### src/rtl/uart_transmitter.sv
// uart_transmitter
//   Serialises one byte per accepted write into an asynchronous frame:
//   start bit (0), 8 data bits LSB first, optional even parity bit, and one
//   stop bit (1). An internal divider, selected by baud_select, sets the
//   bit period.
//
// Ports
//   clk          system clock; all logic changes on the rising edge
//   rst          synchronous, active-high reset
//   baud_select  baud code 000..111 = 300/1200/4800/9600/19200/38400/57600/115200
//   Tx_EN        transmitter enable; low forces the idle state
//   Tx_DATA      byte to send; captured on the accept cycle
//   Tx_WR        write strobe; only acted on in IDLE with Tx_EN high
//   TxD          serial line output, registered, idles high
//   Tx_BUSY      registered, high while a frame is in progress
//   dbg_state    current FSM state (IDLE=0, START=1, DATA=2, PARITY=3, STOP=4)
//
// Handshake: a write is accepted on a rising edge where Tx_WR=1, Tx_EN=1 and
// the FSM is in IDLE. There is no ready output; Tx_BUSY low means the next
// such edge will accept. Writes at any other time are dropped silently.
module uart_transmitter #(
  parameter int CLK_FREQ  = 150000000,
  parameter bit PARITY_EN = 1'b1
) (
  input  logic       clk,
  input  logic       rst,
  input  logic [2:0] baud_select,
  input  logic       Tx_EN,
  input  logic [7:0] Tx_DATA,
  input  logic       Tx_WR,
  output logic       TxD,
  output logic       Tx_BUSY,
  output logic [2:0] dbg_state
);

  typedef enum logic [2:0] {
    IDLE   = 3'd0,
    START  = 3'd1,
    DATA   = 3'd2,
    PARITY = 3'd3,
    STOP   = 3'd4
  } state_t;

  // Bit-period divisors, truncated. 19 bits covers the 300 baud case at the
  // default clock (500000 cycles).
  localparam logic [18:0] DIV_300    = 19'(CLK_FREQ / 300);
  localparam logic [18:0] DIV_1200   = 19'(CLK_FREQ / 1200);
  localparam logic [18:0] DIV_4800   = 19'(CLK_FREQ / 4800);
  localparam logic [18:0] DIV_9600   = 19'(CLK_FREQ / 9600);
  localparam logic [18:0] DIV_19200  = 19'(CLK_FREQ / 19200);
  localparam logic [18:0] DIV_38400  = 19'(CLK_FREQ / 38400);
  localparam logic [18:0] DIV_57600  = 19'(CLK_FREQ / 57600);
  localparam logic [18:0] DIV_115200 = 19'(CLK_FREQ / 115200);

  // Constant lookup; no divider hardware is built.
  function automatic logic [18:0] div_for(input logic [2:0] code);
    logic [18:0] d;
    case (code)
      3'd0:    d = DIV_300;
      3'd1:    d = DIV_1200;
      3'd2:    d = DIV_4800;
      3'd3:    d = DIV_9600;
      3'd4:    d = DIV_19200;
      3'd5:    d = DIV_38400;
      3'd6:    d = DIV_57600;
      default: d = DIV_115200;
    endcase
    return d;
  endfunction

  state_t      state_q, state_d;
  logic [18:0] cnt_q, cnt_d;     // position within the current bit period
  logic [18:0] div_q, div_d;     // bit period latched at accept
  logic [2:0]  idx_q, idx_d;     // data bit index
  logic [7:0]  shift_q, shift_d; // bit 0 is always the data bit on the line
  logic        par_q, par_d;     // even-parity bit for the latched byte
  logic        txd_q, txd_d;
  logic        busy_q, busy_d;
  logic        bit_end;

  // Next-state and next-output logic. TxD and Tx_BUSY are computed here and
  // registered below so the pad sees no combinational path from inputs.
  always_comb begin
    state_d = state_q;
    cnt_d   = cnt_q;
    div_d   = div_q;
    idx_d   = idx_q;
    shift_d = shift_q;
    par_d   = par_q;
    txd_d   = txd_q;
    busy_d  = busy_q;
    bit_end = (cnt_q == div_q - 19'd1);

    if (!Tx_EN) begin
      // Disable truncates any frame in flight.
      state_d = IDLE;
      cnt_d   = '0;
      idx_d   = '0;
      txd_d   = 1'b1;
      busy_d  = 1'b0;
    end else begin
      case (state_q)
        IDLE: begin
          cnt_d  = '0;
          txd_d  = 1'b1;
          busy_d = 1'b0;
          if (Tx_WR) begin
            shift_d = Tx_DATA;
            par_d   = ^Tx_DATA;
            div_d   = div_for(baud_select);
            idx_d   = '0;
            state_d = START;
            txd_d   = 1'b0;
            busy_d  = 1'b1;
          end
        end

        START: begin
          cnt_d = bit_end ? '0 : cnt_q + 19'd1;
          if (bit_end) begin
            state_d = DATA;
            idx_d   = '0;
            txd_d   = shift_q[0];
          end
        end

        DATA: begin
          cnt_d = bit_end ? '0 : cnt_q + 19'd1;
          if (bit_end) begin
            if (idx_q == 3'd7) begin
              if (PARITY_EN) begin
                state_d = PARITY;
                txd_d   = par_q;
              end else begin
                state_d = STOP;
                txd_d   = 1'b1;
              end
            end else begin
              idx_d   = idx_q + 3'd1;
              shift_d = {1'b0, shift_q[7:1]};
              txd_d   = shift_q[1];
            end
          end
        end

        PARITY: begin
          cnt_d = bit_end ? '0 : cnt_q + 19'd1;
          if (bit_end) begin
            state_d = STOP;
            txd_d   = 1'b1;
          end
        end

        STOP: begin
          cnt_d = bit_end ? '0 : cnt_q + 19'd1;
          if (bit_end) begin
            // Back in IDLE only after this edge, so the next accept is at
            // least one clock later: a guaranteed idle-high gap.
            state_d = IDLE;
            txd_d   = 1'b1;
            busy_d  = 1'b0;
          end
        end

        default: begin
          state_d = IDLE;
          cnt_d   = '0;
          idx_d   = '0;
          txd_d   = 1'b1;
          busy_d  = 1'b0;
        end
      endcase
    end
  end

  always_ff @(posedge clk) begin
    if (rst) begin
      state_q <= IDLE;
      cnt_q   <= '0;
      div_q   <= '0;
      idx_q   <= '0;
      shift_q <= '0;
      par_q   <= 1'b0;
      txd_q   <= 1'b1;
      busy_q  <= 1'b0;
    end else begin
      state_q <= state_d;
      cnt_q   <= cnt_d;
      div_q   <= div_d;
      idx_q   <= idx_d;
      shift_q <= shift_d;
      par_q   <= par_d;
      txd_q   <= txd_d;
      busy_q  <= busy_d;
    end
  end

  assign TxD       = txd_q;
  assign Tx_BUSY   = busy_q;
  assign dbg_state = state_q;

endmodule

### config.mk
export PLATFORM = sky130hd
export DESIGN_NAME = uart_transmitter
export DESIGN_NICKNAME = d
export VERILOG_FILES = /design/src/rtl/uart_transmitter.sv
export SDC_FILE = /design/constraint.sdc
export NUM_CORES = 1
export LEC_CHECK = 0
export CAP_MARGIN = 5
export CORE_MARGIN = 3
export CORE_UTILIZATION = 45
export DETAILED_ROUTE_END_ITERATION = 16
export GPL_TIMING_DRIVEN = 1
export PLACE_DENSITY = 0.67
export SYNTH_ARGS = -nofsm -noshare
export SYNTH_HDL_FRONTEND = slang
export SYNTH_SLANG_ARGS = --single-unit
### constraint.sdc
create_clock -name clk -period 3.7 [get_ports clk]
set_input_delay 0.555 -clock clk [delete_from_list [all_inputs] [get_ports clk]]
set_output_delay 0.555 -clock clk [all_outputs]
set_load 0.05 [all_outputs]
Word level (Yosys, flattened, before mapping)
Cells that the tools add are included.
W data, S select, Z words.
{ "word_totals": {"reg_bits": 55, "input_bits": 15, "elab_cells": 75} }
{ "classes": {"add_sub_neg": 3, "n_eq_ne": 20, "mux": 25, "bitwise": 4, "n_reduce_logical": 15} }
{ "ops": {"columns": ["cell", "n"], "rows": [
  ["$pmux W19 S7", 1],
  ["$mux W3", 9],
  ["$mux W8", 3],
  ["$add A19 B1 Y19 const B", 1],
  ["$eq A19 B19 Y1", 1],
  ["$sub A19 B1 Y19 const B", 1],
  ["$pmux W8 S2", 1],
  ["$eq A3 B3 Y1 const B", 5],
  ["$pmux W3 S5", 1],
  ["$ne A2 B2 Y1 const B", 7],
  ["$eq A3 B2 Y1 const B", 4],
  ["$pmux W3 S4", 1],
  ["$reduce_and A5 Y1", 2],
  ["$reduce_or A4 Y1", 2],
  ["$reduce_xor A8 Y1", 1],
  ["$mux W1", 7],
  ["$eq A3 B1 Y1 const B", 2],
  ["$logic_not A3 Y1", 2],
  ["$reduce_and A3 Y1", 2],
  ["$reduce_and A6 Y1", 1],
  ["$not A1 Y1", 4],
  ["$pmux W1 S4", 1],
  ["$reduce_or A2 Y1", 2],
  ["$add A3 B1 Y3 const B", 1],
  ["other kinds (5)", 5]
]} }

Logic depth before layout (Yosys ltp)
Gate-level depths: netlist of the first run.
{ "logic_depth": {"ltp_word": 4, "ltp_mapped": 12, "ltp_nobuf": 10} }

Least setup slack after synthesis of the first run
Ideal clock, no wire load.
{ "synth_timing": {"path_type": "reg-to-reg", "start": "reg div_q[2]", "end": "reg shift_q[5]", "t_arrival_ns": 2.922, "required_ns": 3.612, "path_slack_ns": 0.690, "stages_incl_launch_ff": 11, "path_buffers": 2, "cell_sequence": "dfxtp_1 -> buf_6 -> or4_4 -> or4_4 -> nor4_4 -> o21ai_1 -> or4_4 -> o21ai_4 -> buf_6 -> a21oi_1 -> a311oi_2"} }
{ "synth_via": {"elab_chain_cells": 4} }
{ "synth_lines": {"columns": ["item", "line", "rtl"], "rows": [
  ["start, declared", "73", "logic [18:0] div_q, div_d;"],
  ["start signal, assigned", "189", "div_q <= div_d;"],
  ["$sub A19 B1 Y19", "92", "bit_end = (cnt_q == div_q - 19'd1);"],
  ["$eq A19 B19 Y1", "92", null],
  ["$ne A2 B2 Y1 (no line)", null, null],
  ["$reduce_and A5 Y1 (no line)", null, null],
  ["end signal, assigned", "191", "shift_q <= shift_d;"],
  ["end, declared", "75", "logic [7:0] shift_q, shift_d;"]
]} }
No other way between the ends.
A chain may end at the register's enable or synchronous reset.

Worst setup path in the final report of the first run
Same ends and word-level chain as after synthesis.

==> metrics.txt, run 1 <==
share of the synthesized area in the top cell type 0.322; path category of the worst min-delay check reg2reg; Worst Path Class, Setup reg2reg; number of maximum-capacitance constraint violations 0; actual transition at the worst max-transition pin approximately 0.7 ns; overall die height ~92 um; share of the yosys chip area belonging to registers 0.322; portion of the clock cycle consumed by the worst path in the final layout 0.897; number of synthesized flops with an enable pin 0; die area around 8400 um^2; commonest non-fill, non-tap cells in the layout sky130_fd_sc_hd__nor2_1, sky130_fd_sc_hd__dfxtp_1, sky130_fd_sc_hd__xnor2_1; library cell contributing the largest single delay on the critical path sky130_fd_sc_hd__or4_4; mean routed wirelength per cell ~14 um; unrepaired setup endpoints after global routing no; Clock Path Buffers 2; violation count after the first detailed-route iteration between 150 and 200; Site Rows 30; most used cell along the critical path sky130_fd_sc_hd__or4_4; initial cell density of the core 0.475; number of antenna violations at the first check in global routing 0; final period demand of the worst path roughly 3.3 ns; Synth cell types 59; first-pass iteration count of the detailed router 4; CTS clk-pin slew, worst paths between 0.1 and 0.15 ns; via/cell ratio roughly 5.5; accumulated negative setup slack 0 ns; startpoint type of the worst setup path flip-flop; Synth Net Count approximately 420; cell area after technology mapping between 3000 and 4000 um^2; root buf cell sky130_fd_sc_hd__clkbuf_8; antenna-violating nets left 0; area of the core about 7000 um^2; mean post-synth cell area roughly 8.2 um^2; cell types occupying the most area after synthesis sky130_fd_sc_hd__dfxtp_1, sky130_fd_sc_hd__xnor2_1, sky130_fd_sc_hd__nor2_1, sky130_fd_sc_hd__xor2_1, sky130_fd_sc_hd__mux2i_1; clock buffers created by TritonCTS 5; Syn Inst Count between 400 and 500; status finished clean; wire length of the first global-routing pass around 12000 um; clock tree sinks 53; Max stage delay on crit path approximately 0.66 ns; power density relative to cell area 344 nW/um^2; global-route congestion overflow total 0; Port Buf Inserts 19; total inserted antenna cells 0; largest voltage drop on the vdd net 0.000176 V; CP max FO 15; fraction of final layout cells with drive strength greater than 1 0.0762; total of warnings raised by yosys 0; setup violators final 0; kind of end point of the critical path flip-flop; via count 2759; number of max-slew violations in the final report 0; area added between synthesis and finish 10.1%; HPWL after detailed placement ~5200 um; layout net count around 430; share of flip-flops with an asynchronous set or reset 0; insertion delay of the later-clocked pin in the worst-skew pair ~0.32 ns; # hold bufs at CTS 0; post-CTS setup buffers 0; final clock skew around 0.014 ns; endpoint required time on the critical path approximately 3.9 ns; sequence of cells on the critical path or4_4 -> or4_4 -> nor4_4 -> o21ai_1 -> or4_4 -> o21ai_4 -> a21oi_1 -> a311oi_2; total routing resource utilization after global routing 0.171; CTS H-tree lvls 2; post-layout util 0.522; num ports 20; main flop type after synthesis sky130_fd_sc_hd__dfxtp_1; clock tree from TritonCTS done; number of register bits inferred by synthesis 53; Routed Wire Length 7030 um; Overall Power between 1 and 1.5 mW; fill cell total of the finished layout between 600 and 700; vias in the first global route approximately 2500; largest area contributor in the synthesized netlist sky130_fd_sc_hd__dfxtp_1; number of instances resized during post-cts repair 0; leak pwr between 1 and 1.5 nW; die width between 90 and 100 um; Slew Limit Headroom 0.531; final hold violation count 0; routability congestion estimate around 0.96; Fmax approximately 0.3 GHz; most frequent standard cell in the layout excluding fill and tap cells sky130_fd_sc_hd__nor2_1; Data arrival, critical path between 3 and 4 ns; remaining design rule violation count 0; maximum number of pins on one net before global-route repair 30
[registers in the layout (all words and copies together) (netlist names)]
name / count
TxD: 1
dbg_state: 3
Tx_BUSY: 1
shift_q: 8
div_q: 17
par_q: 1
idx_q: 3
cnt_q: 19
[per-stage QoR]
step	instances	setup WS [ns]	hold slack (ns)	instance area, um^2
floorplan	403	0.690	0.437	3300
global placement	495	0.468	0.450	3510
detailed placement	495	0.406	0.467	3510
CTS	503	0.400	0.482	3630
global route	503	0.107	0.504	3630
finish	503	0.383	0.477	3630
[worst max-delay path, delay by kind of cell, from the launching register on]
family,cells,cell delay (ns)
AND/OR/NAND/NOR,4,2.00
AO/OA/AOI/OAI,4,0.83
flip-flops,1,0.41
[routing by layer]
| metal | share of wire | track usage |
|---|---|---|
| met1 | 0.51 | 0.249 |
| met2 | 0.43 | 0.254 |
| met3 | 0.044 | 0.0307 |
| met4 | 0.016 | 0.0503 |
| met5 | 0 | 0 |
[where the power goes]
part | switching (mW) | internal (mW) | total [mW]
registers | 0.0219 | 0.587 | 0.609
logic | 0.130 | 0.108 | 0.238
clock network | 0.200 | 0.203 | 0.402
[logic make-up (layout without fill, tap and decap cells)]
logic type	after synthesis	after routing	share of synthesized area
compound gates	70	70	0.151
flops	53	53	0.322
mux	16	16	0.0494
simple gates	179	179	0.292
xor+xnor	47	47	0.125
fa+ha+maj	4	4	0.0152
buf+inv	34	38	0.0456
[synth_stat cells, drive strengths merged, types with 2 or more instances]
| cell type | count |
|---|---|
| a21o | 3 |
| o221ai | 3 |
| clkbuf | 20 |
| a211oi | 6 |
| nand2b | 10 |
| nand2 | 24 |
| nand4b | 2 |
| nor3 | 15 |
| nand4 | 9 |
| buf | 7 |
| or2 | 3 |
| nor4b | 3 |
| ha | 4 |
| nor4 | 8 |
| nand3 | 15 |
| and3 | 8 |
| a21oi | 24 |
| a22oi | 2 |
| and2 | 4 |
| or3 | 4 |
| inv | 7 |
| dfxtp | 53 |
| o21ai | 8 |
| a31oi | 2 |
| nor2 | 55 |
| mux2i | 14 |
| mux2 | 2 |
| xor2 | 19 |
| or3b | 2 |
| xnor2 | 28 |
| nor3b | 2 |
| a311oi | 9 |
| nand3b | 4 |
| nor2b | 4 |
| or4 | 6 |
[final timing paths]
path                    startpoint                       to  slack [ns]  cells after the start
max reg2reg  div_q[2]$_SDFFE_PP0P_  shift_q[5]$_SDFFE_PP0P_        0.38                      8
max          div_q[2]$_SDFFE_PP0P_  shift_q[5]$_SDFFE_PP0P_        0.38                      8
min reg2reg  idx_q[1]$_SDFFE_PP0P_    idx_q[1]$_SDFFE_PP0P_        0.48                      2
min          idx_q[1]$_SDFFE_PP0P_    idx_q[1]$_SDFFE_PP0P_        0.48                      2
[layout make-up]
cell class | count | area, um^2 | area share
multi-input cells | 316 | 2080 | 0.575
flip-flops and latches | 53 | 1060 | 0.293
repair buffers | 23 | 220 | 0.0607
well taps | 96 | 120 | 0.0331
clock buffers | 5 | 68.8 | 0.0190
clock inverters | 3 | 46.3 | 0.0128
inverters | 7 | 26.3 | 0.00724
(Power assumes the default switching activity.)
==> inputs of run 2 (changes only) <==
- SLEW_MARGIN: default -> 20
- clock period: 3.7 -> 3.4 ns (I/O delays scaled with it)
==> run 2 against run 1 <==
Effect of this change:
- die area unchanged
- largest power group unchanged
- sequential power increased by 7.9%
- highest routed layer unchanged
- design area increased by 2.8%
- clock skew decreased by 0.0096 ns
- worst hold slack improved by 0.0023 ns
==> metrics.txt, run 2 (synthesized netlist as in run 1, its figures left out) <==
clock buffers created by TritonCTS 5 (unchanged); Site Rows 30 (unchanged); via count 2896 (was 2759); most frequent standard cell in the layout excluding fill and tap cells sky130_fd_sc_hd__nor2_1 (unchanged); setup violators final 0 (unchanged); path category of the worst min-delay check reg2reg (unchanged); final period demand of the worst path 3.18 ns (was 3.32 ns); sequence of cells on the critical path or4_4 -> buf_4 -> or3_1 -> o21a_1 -> o21ai_0 -> nand4_1 -> a2111oi_0 -> nor3_1 -> mux2i_1 (was or4_4 -> or4_4 -> nor4_4 -> o21ai_1 -> or4_4 -> o21ai_4 -> a21oi_1 -> a311oi_2); insertion delay of the later-clocked pin in the worst-skew pair 0.31 ns (was 0.32 ns); die area 8390 um^2 (unchanged); Port Buf Inserts 19 (unchanged); largest registers cnt_q x19, div_q x17, shift_q x8 (unchanged); total inserted antenna cells 0 (unchanged); power density relative to cell area 369 nW/um^2 (was 344 nW/um^2); overall die height 91.6 um (unchanged); area added between synthesis and finish 13.1% (was 10.1%); post-route worst setup slack 0.219 ns (was 0.383 ns); initial cell density of the core 0.475 (unchanged); start of the worst register-to-register path div_q[2]$_SDFFE_PP0P_ (unchanged); final hold violation count 0 (unchanged); Slew Limit Headroom 0.563 (was 0.531); worst r2r dst idx_q[0]$_SDFFE_PP0P_ (was shift_q[5]$_SDFFE_PP0P_); num ports 20 (unchanged); die width 91.6 um (unchanged); Fmax 0.314 GHz (was 0.301 GHz); endpoint required time on the critical path 3.58 ns (was 3.94 ns); worst min-delay path endpoint idx_q[1]$_SDFFE_PP0P_ (unchanged); fraction of final layout cells with drive strength greater than 1 0.103 (was 0.0762); Max stage delay on crit path 0.57 ns (was 0.66 ns); number of antenna violations at the first check in global routing 0 (unchanged); kind of end point of the critical path flip-flop (unchanged); clock tree from TritonCTS done (unchanged); maximum number of pins on one net before global-route repair 30 (unchanged); root buf cell sky130_fd_sc_hd__clkbuf_8 (unchanged); accumulated negative setup slack 0 ns (unchanged); global-route congestion overflow total 0 (unchanged); hold path start idx_q[1]$_SDFFE_PP0P_ (unchanged); layout net count 436 (was 425); worst setup timing slack at the placement stage 0.192 ns (was 0.406 ns); fill cell total of the finished layout 653 (was 698); Data arrival, critical path 3.36 ns (was 3.56 ns); wire length of the first global-routing pass 12300 um (was 11900 um); actual transition at the worst max-transition pin 0.655 ns (was 0.701 ns); violation count after the first detailed-route iteration 226 (was 156); Clock Path Buffers 2 (unchanged); Worst Path Class, Setup reg2reg (unchanged); CTS H-tree lvls 2 (unchanged); portion of the clock cycle consumed by the worst path in the final layout 0.936 (was 0.897); clock tree sinks 53 (unchanged); number of cells on the worst reg-to-reg path 9 (was 8); CTS clk-pin slew, worst paths 0.10 ns (was 0.11 ns); startpoint type of the worst setup path flip-flop (unchanged); antenna-violating nets left 0 (unchanged); post-layout util 0.537 (was 0.522); Routed Wire Length 7240 um (was 7030 um); number of max-slew violations in the final report 0 (unchanged); routability congestion estimate 0.888 (was 0.955); Overall Power 1.38 mW (was 1.25 mW); status finished clean (unchanged); library cell contributing the largest single delay on the critical path sky130_fd_sc_hd__or4_4 (unchanged); HPWL after detailed placement 5430 um (was 5220 um); Most flops, register cnt_q (unchanged); number of maximum-capacitance constraint violations 0 (unchanged); final clock skew 0.00396 ns (was 0.0135 ns); mean routed wirelength per cell 14.1 um (was 14.0 um); reg2reg setup slack 0.22 ns (was 0.38 ns); CP max FO 10 (was 15); first-pass iteration count of the detailed router 4 (unchanged); remaining design rule violation count 0 (unchanged); total routing resource utilization after global routing 0.177 (was 0.171); commonest non-fill, non-tap cells in the layout sky130_fd_sc_hd__nor2_1, sky130_fd_sc_hd__dfxtp_1, sky130_fd_sc_hd__xnor2_1 (unchanged); via/cell ratio 5.63 (was 5.49); unrepaired setup endpoints after global routing no (unchanged); number of cells traversed by the worst hold path 2 (unchanged); area of the core 6940 um^2 (unchanged); leak pwr 1.29 nW (was 1.23 nW); largest voltage drop on the vdd net 0.000169 V (was 0.000176 V); flip-flop count of the largest register, all copies and words added 19 (unchanged); vias in the first global route 2644 (was 2473)
==> run 2: changes by cell type in the layout (fill, tap and decap cells not counted) <==
cell and delta:
sky130_fd_sc_hd__nor4_1 -1, sky130_fd_sc_hd__nor4_2 +1, sky130_fd_sc_hd__buf_12 +1, sky130_fd_sc_hd__buf_4 +10
==> run 2: worst max path at each step <==
stage,start,to,slack (ns),cells past startpoint
floorplan,div_q[2]$_SDFFE_PP0P_,shift_q[5]$_SDFFE_PP0P_,0.39,10
global placement,div_q[2]$_SDFFE_PP0P_,shift_q[6]$_SDFFE_PP0P_,0.27,8
global route,div_q[2]$_SDFFE_PP0P_,idx_q[0]$_SDFFE_PP0P_,0.06,9
finish,div_q[2]$_SDFFE_PP0P_,idx_q[0]$_SDFFE_PP0P_,0.22,9
detailed placement,div_q[2]$_SDFFE_PP0P_,shift_q[0]$_SDFFE_PP0P_,0.19,8
CTS,div_q[2]$_SDFFE_PP0P_,shift_q[0]$_SDFFE_PP0P_,0.17,8
==> run 2: critical path, delay by kind of cell, from the launching register on <==
kind | cells | cell delay [ns]
AO/OA/AOI/OAI | 3 | 0.90
AND/OR/NAND/NOR | 4 | 1.42
multiplexers | 1 | 0.15
flip-flops | 1 | 0.39
buffers and inverters | 1 | 0.19
==> run 2: per-layer routing <==
| layer | global-route usage | up-vias | wire, um |
|---|---|---|---|
| met5 | 0 | - | 0 |
| met4 | 0.0653 | 0 | 172 |
| met3 | 0.0398 | 14 | 348 |
| met2 | 0.273 | 66 | 3190 |
| met1 | 0.242 | 1354 | 3530 |
| li1 | - | 1462 | - |
==> run 2: cell type report <==
cell class / instances / area (um^2) / area share
clock inverter: 3 / 46.3 / 0.0124
inverter: 7 / 26.3 / 0.00705
multi-input combinational: 316 / 2090 / 0.561
clock buffer: 5 / 68.8 / 0.0185
sequential: 53 / 1060 / 0.285
timing repair buffer: 34 / 315 / 0.0846
tap: 96 / 120 / 0.0322
==> run 2: through the flow <==
step	std cells	hold WS, ns	cell area, um^2
final	514	0.479	3730
after global routing	514	0.518	3730
after CTS	512	0.479	3690
after detailed placement	504	0.463	3580
after global placement	504	0.449	3580
after floorplan	403	0.437	3300
==> run 2: timing repair <==
action	4_1_cts	5_1_grt
hold buffers	0	0
setup endpoints to repair	0	6
buffers inserted	0	2
resized for setup	0	1
==> run 2: report_power, final <==
group	switching, mW	internal (mW)
Sequential	0.0184	0.639
Combinational	0.155	0.132
Clock	0.212	0.220
Total	0.385	0.992
==> inputs of run 3 (changes only) <==
- CORE_MARGIN: 3 -> default
- CORE_UTILIZATION: 45 -> 49
- PLACE_DENSITY: 0.67 -> 0.72
- clock period: 3.4 -> 3.05 ns (I/O delays scaled with it)
==> run 3 against run 2 <==
Effect of this change:
- critical path depth stayed put
- clock skew is 0.0023 ns higher
- largest power group unchanged
- utilization is 5.5 points higher
- via count is 0.90% higher
- register-to-register slack worse by 0.16 ns
- largest cell class unchanged
- critical endpoint is now shift_q[0]$_SDFFE_PP0P_
==> metrics.txt, run 3 (synthesized netlist as in run 1, its figures left out) <==
status finished clean (unchanged); endpoint required time on the critical path 3.27 ns (was 3.58 ns); # hold bufs at CTS 0 (unchanged); power density relative to cell area 386 nW/um^2 (was 369 nW/um^2); routability congestion estimate 0.880 (was 0.888); total routing resource utilization after global routing 0.213 (was 0.177); worst min-delay path endpoint idx_q[2]$_SDFFE_PP0P_ (was idx_q[1]$_SDFFE_PP0P_); mean routed wirelength per cell 14.7 um (was 14.1 um); start of the worst register-to-register path div_q[5]$_SDFFE_PP0P_ (was div_q[2]$_SDFFE_PP0P_); remaining design rule violation count 0 (unchanged); clock share of power 0.266 (was 0.314); Fmax 0.335 GHz (was 0.314 GHz); Post-Place Cell Area 3620 um^2 (was 3580 um^2); CTS H-tree lvls 2 (unchanged); insertion delay of the later-clocked pin in the worst-skew pair 0.31 ns (about the same); register share of total power 0.497 (was 0.478); number of max-slew violations in the final report 0 (unchanged); switching fraction of total power 0.295 (was 0.280); library cell contributing the largest single delay on the critical path sky130_fd_sc_hd__or4_4 (unchanged); path category of the worst min-delay check reg2reg (unchanged); area of the core 6420 um^2 (was 6940 um^2); number of maximum-capacitance constraint violations 0 (unchanged); die width 84.0 um (was 91.6 um); first-pass iteration count of the detailed router 4 (unchanged); met3 wire length 296 um (was 348 um); via/cell ratio 5.81 (was 5.63); hold path start idx_q[2]$_SDFFE_PP0P_ (was idx_q[1]$_SDFFE_PP0P_); number of cells on the worst reg-to-reg path 9 (unchanged); final clock skew 0.00622 ns (was 0.00396 ns); initial cell density of the core 0.513 (was 0.475); Detail Route met2 WL 3290 um (was 3190 um); violation count after the first detailed-route iteration 171 (was 226); worst r2r dst shift_q[0]$_SDFFE_PP0P_ (was idx_q[0]$_SDFFE_PP0P_); Clock Path Buffers 2 (unchanged); Data arrival, critical path 3.21 ns (was 3.36 ns); leak pwr 1.34 nW (was 1.29 nW); vias in the first global route 2660 (was 2644); Most flops, register cnt_q (unchanged); root buf cell sky130_fd_sc_hd__clkbuf_8 (unchanged); reg2reg setup slack 0.06 ns (was 0.22 ns); Overall Power 1.47 mW (was 1.38 mW); die area 7060 um^2 (was 8390 um^2); clock buffers created by TritonCTS 5 (unchanged); final hold violation count 0 (unchanged); largest registers cnt_q x19, div_q x17, shift_q x8 (unchanged); flip-flop count of the largest register, all copies and words added 19 (unchanged); portion of the clock cycle consumed by the worst path in the final layout 0.980 (was 0.936); Max stage delay on crit path 0.57 ns (about the same); most frequent standard cell in the layout excluding fill and tap cells sky130_fd_sc_hd__nor2_1 (unchanged); most used cell along the critical path sky130_fd_sc_hd__or4_4; CP max FO 8 (was 10); uppermost routed layer met4 (unchanged); global-route congestion overflow total 0 (unchanged); overall die height 84.0 um (was 91.6 um); num ports 20 (unchanged); via count 2922 (was 2896); setup violators final 0 (unchanged); layout net count 444 (was 436); antenna-violating nets left 0 (unchanged); startpoint type of the worst setup path flip-flop (unchanged); fraction of final layout cells with drive strength greater than 1 0.136 (was 0.103); Routed Wire Length 7410 um (was 7240 um); detailed-route wire length on metal 1 3730 um (was 3530 um); Port Buf Inserts 19 (unchanged); internal power consumption 1.03 mW (was 992 uW); final period demand of the worst path 2.99 ns (was 3.18 ns); clock tree from TritonCTS done (unchanged); HPWL after detailed placement 5390 um (was 5430 um); wire length of the first global-routing pass 12200 um (was 12300 um); kind of end point of the critical path flip-flop (unchanged); area added between synthesis and finish 15.3% (was 13.1%); final instance area 3800 um^2 (was 3730 um^2); accumulated negative setup slack 0 ns (unchanged); Logic pwr share 0.237 (was 0.208); Slew Limit Headroom 0.575 (was 0.563); unrepaired setup endpoints after global routing yes (was no); Site Rows 29 (was 30); largest voltage drop on the vdd net 0.000213 V (was 0.000169 V); sequence of cells on the critical path or4_4 -> or4_4 -> nor4_4 -> o21ai_1 -> or4_4 -> o21ai_4 -> buf_12 -> a21oi_1 -> a311oi_1 (was or4_4 -> buf_4 -> or3_1 -> o21a_1 -> o21ai_0 -> nand4_1 -> a2111oi_0 -> nor3_1 -> mux2i_1); commonest non-fill, non-tap cells in the layout sky130_fd_sc_hd__nor2_1, sky130_fd_sc_hd__dfxtp_1, sky130_fd_sc_hd__xnor2_1 (unchanged); Worst Path Class, Setup reg2reg (unchanged); actual transition at the worst max-transition pin 0.636 ns (was 0.655 ns); number of antenna violations at the first check in global routing 0 (unchanged); total inserted antenna cells 0 (unchanged); CTS clk-pin slew, worst paths 0.09 ns (was 0.10 ns); maximum number of pins on one net before global-route repair 29 (was 30); switching component of the power 433 uW (was 385 uW); clock tree sinks 53 (unchanged); number of cells traversed by the worst hold path 2 (unchanged)
==> run 3: cell count changes in the layout (fill, tap and decap cells not counted), sizes merged <==
cell,change
bufinv,-1
clkinv,+1
clkinvlp,-1
buf,+7
clkbuf,+2
==> run 3: worst max path at each step <==
stage / slack [ns] / to / depth (start not counted) / start
finish: 0.06 / shift_q[0]$_SDFFE_PP0P_ / 9 / div_q[5]$_SDFFE_PP0P_
global route: -0.04 / shift_q[3]$_SDFFE_PP0P_ / 12 / div_q[0]$_SDFFE_PP0P_
CTS: 0.0004 / shift_q[3]$_SDFFE_PP0P_ / 11 / div_q[0]$_SDFFE_PP0P_
detailed placement: -0.05 / shift_q[3]$_SDFFE_PP0P_ / 11 / div_q[0]$_SDFFE_PP0P_
global placement: 0.09 / shift_q[6]$_SDFFE_PP0P_ / 9 / div_q[2]$_SDFFE_PP0P_
floorplan: 0.04 / shift_q[5]$_SDFFE_PP0P_ / 10 / div_q[2]$_SDFFE_PP0P_
==> run 3: routing by layer <==
layer | GRT usage | vias to the layer above
li1 | - | 1483
met1 | 0.295 | 1375
met2 | 0.339 | 55
met3 | 0.0297 | 9
met4 | 0.0737 | 0
met5 | 0 | -
==> run 3: what timing repair did <==
item	4_1_cts	5_1_grt
gates resized for setup	1	12
setup buffers	0	2
setup endpoints to repair	7	11
cloned	0	1
pin swaps	0	6
==> run 3: area by class of cell <==
cell class | count | area (um^2)
inverter | 7 | 26.3
sequential | 53 | 1060
multi-input combinational | 316 | 2140
timing repair buffer | 42 | 393
clock inverter | 2 | 10.0
clock buffer | 6 | 72.6
tap | 77 | 96.3
fill | 585 | 2620
==> run 3: power by group through the flow <==
stage | combinational, mW | clock [mW] | sequential [mW]
global placement | 0.315 | 0 | 0.744
finish | 0.348 | 0.390 | 0.730
floorplan | 0.225 | 0 | 0.750
global route | 0.377 | 0.425 | 0.733
detailed placement | 0.322 | 0 | 0.745
CTS | 0.325 | 0.395 | 0.729
==> run 3: per-stage QoR <==
step,std cells,hold WS [ns],util,worst slack (ns)
after floorplan,403,0.437,-,0.0396
after global placement,492,0.448,0.564,0.0920
after detailed placement,492,0.465,0.564,-0.0450
after CTS,500,0.478,0.577,0.000410
after global routing,503,0.516,0.592,-0.0422
final,503,0.472,0.592,0.0619
==> run 3: worst max-delay path, delay by kind of cell (launching register included) <==
family / cells / cell delay (ns)
AOI/OAI and AO/OA: 4 / 0.64
buffers and inverters: 1 / 0.14
DFF: 1 / 0.33
and+or+nand+nor: 4 / 1.80
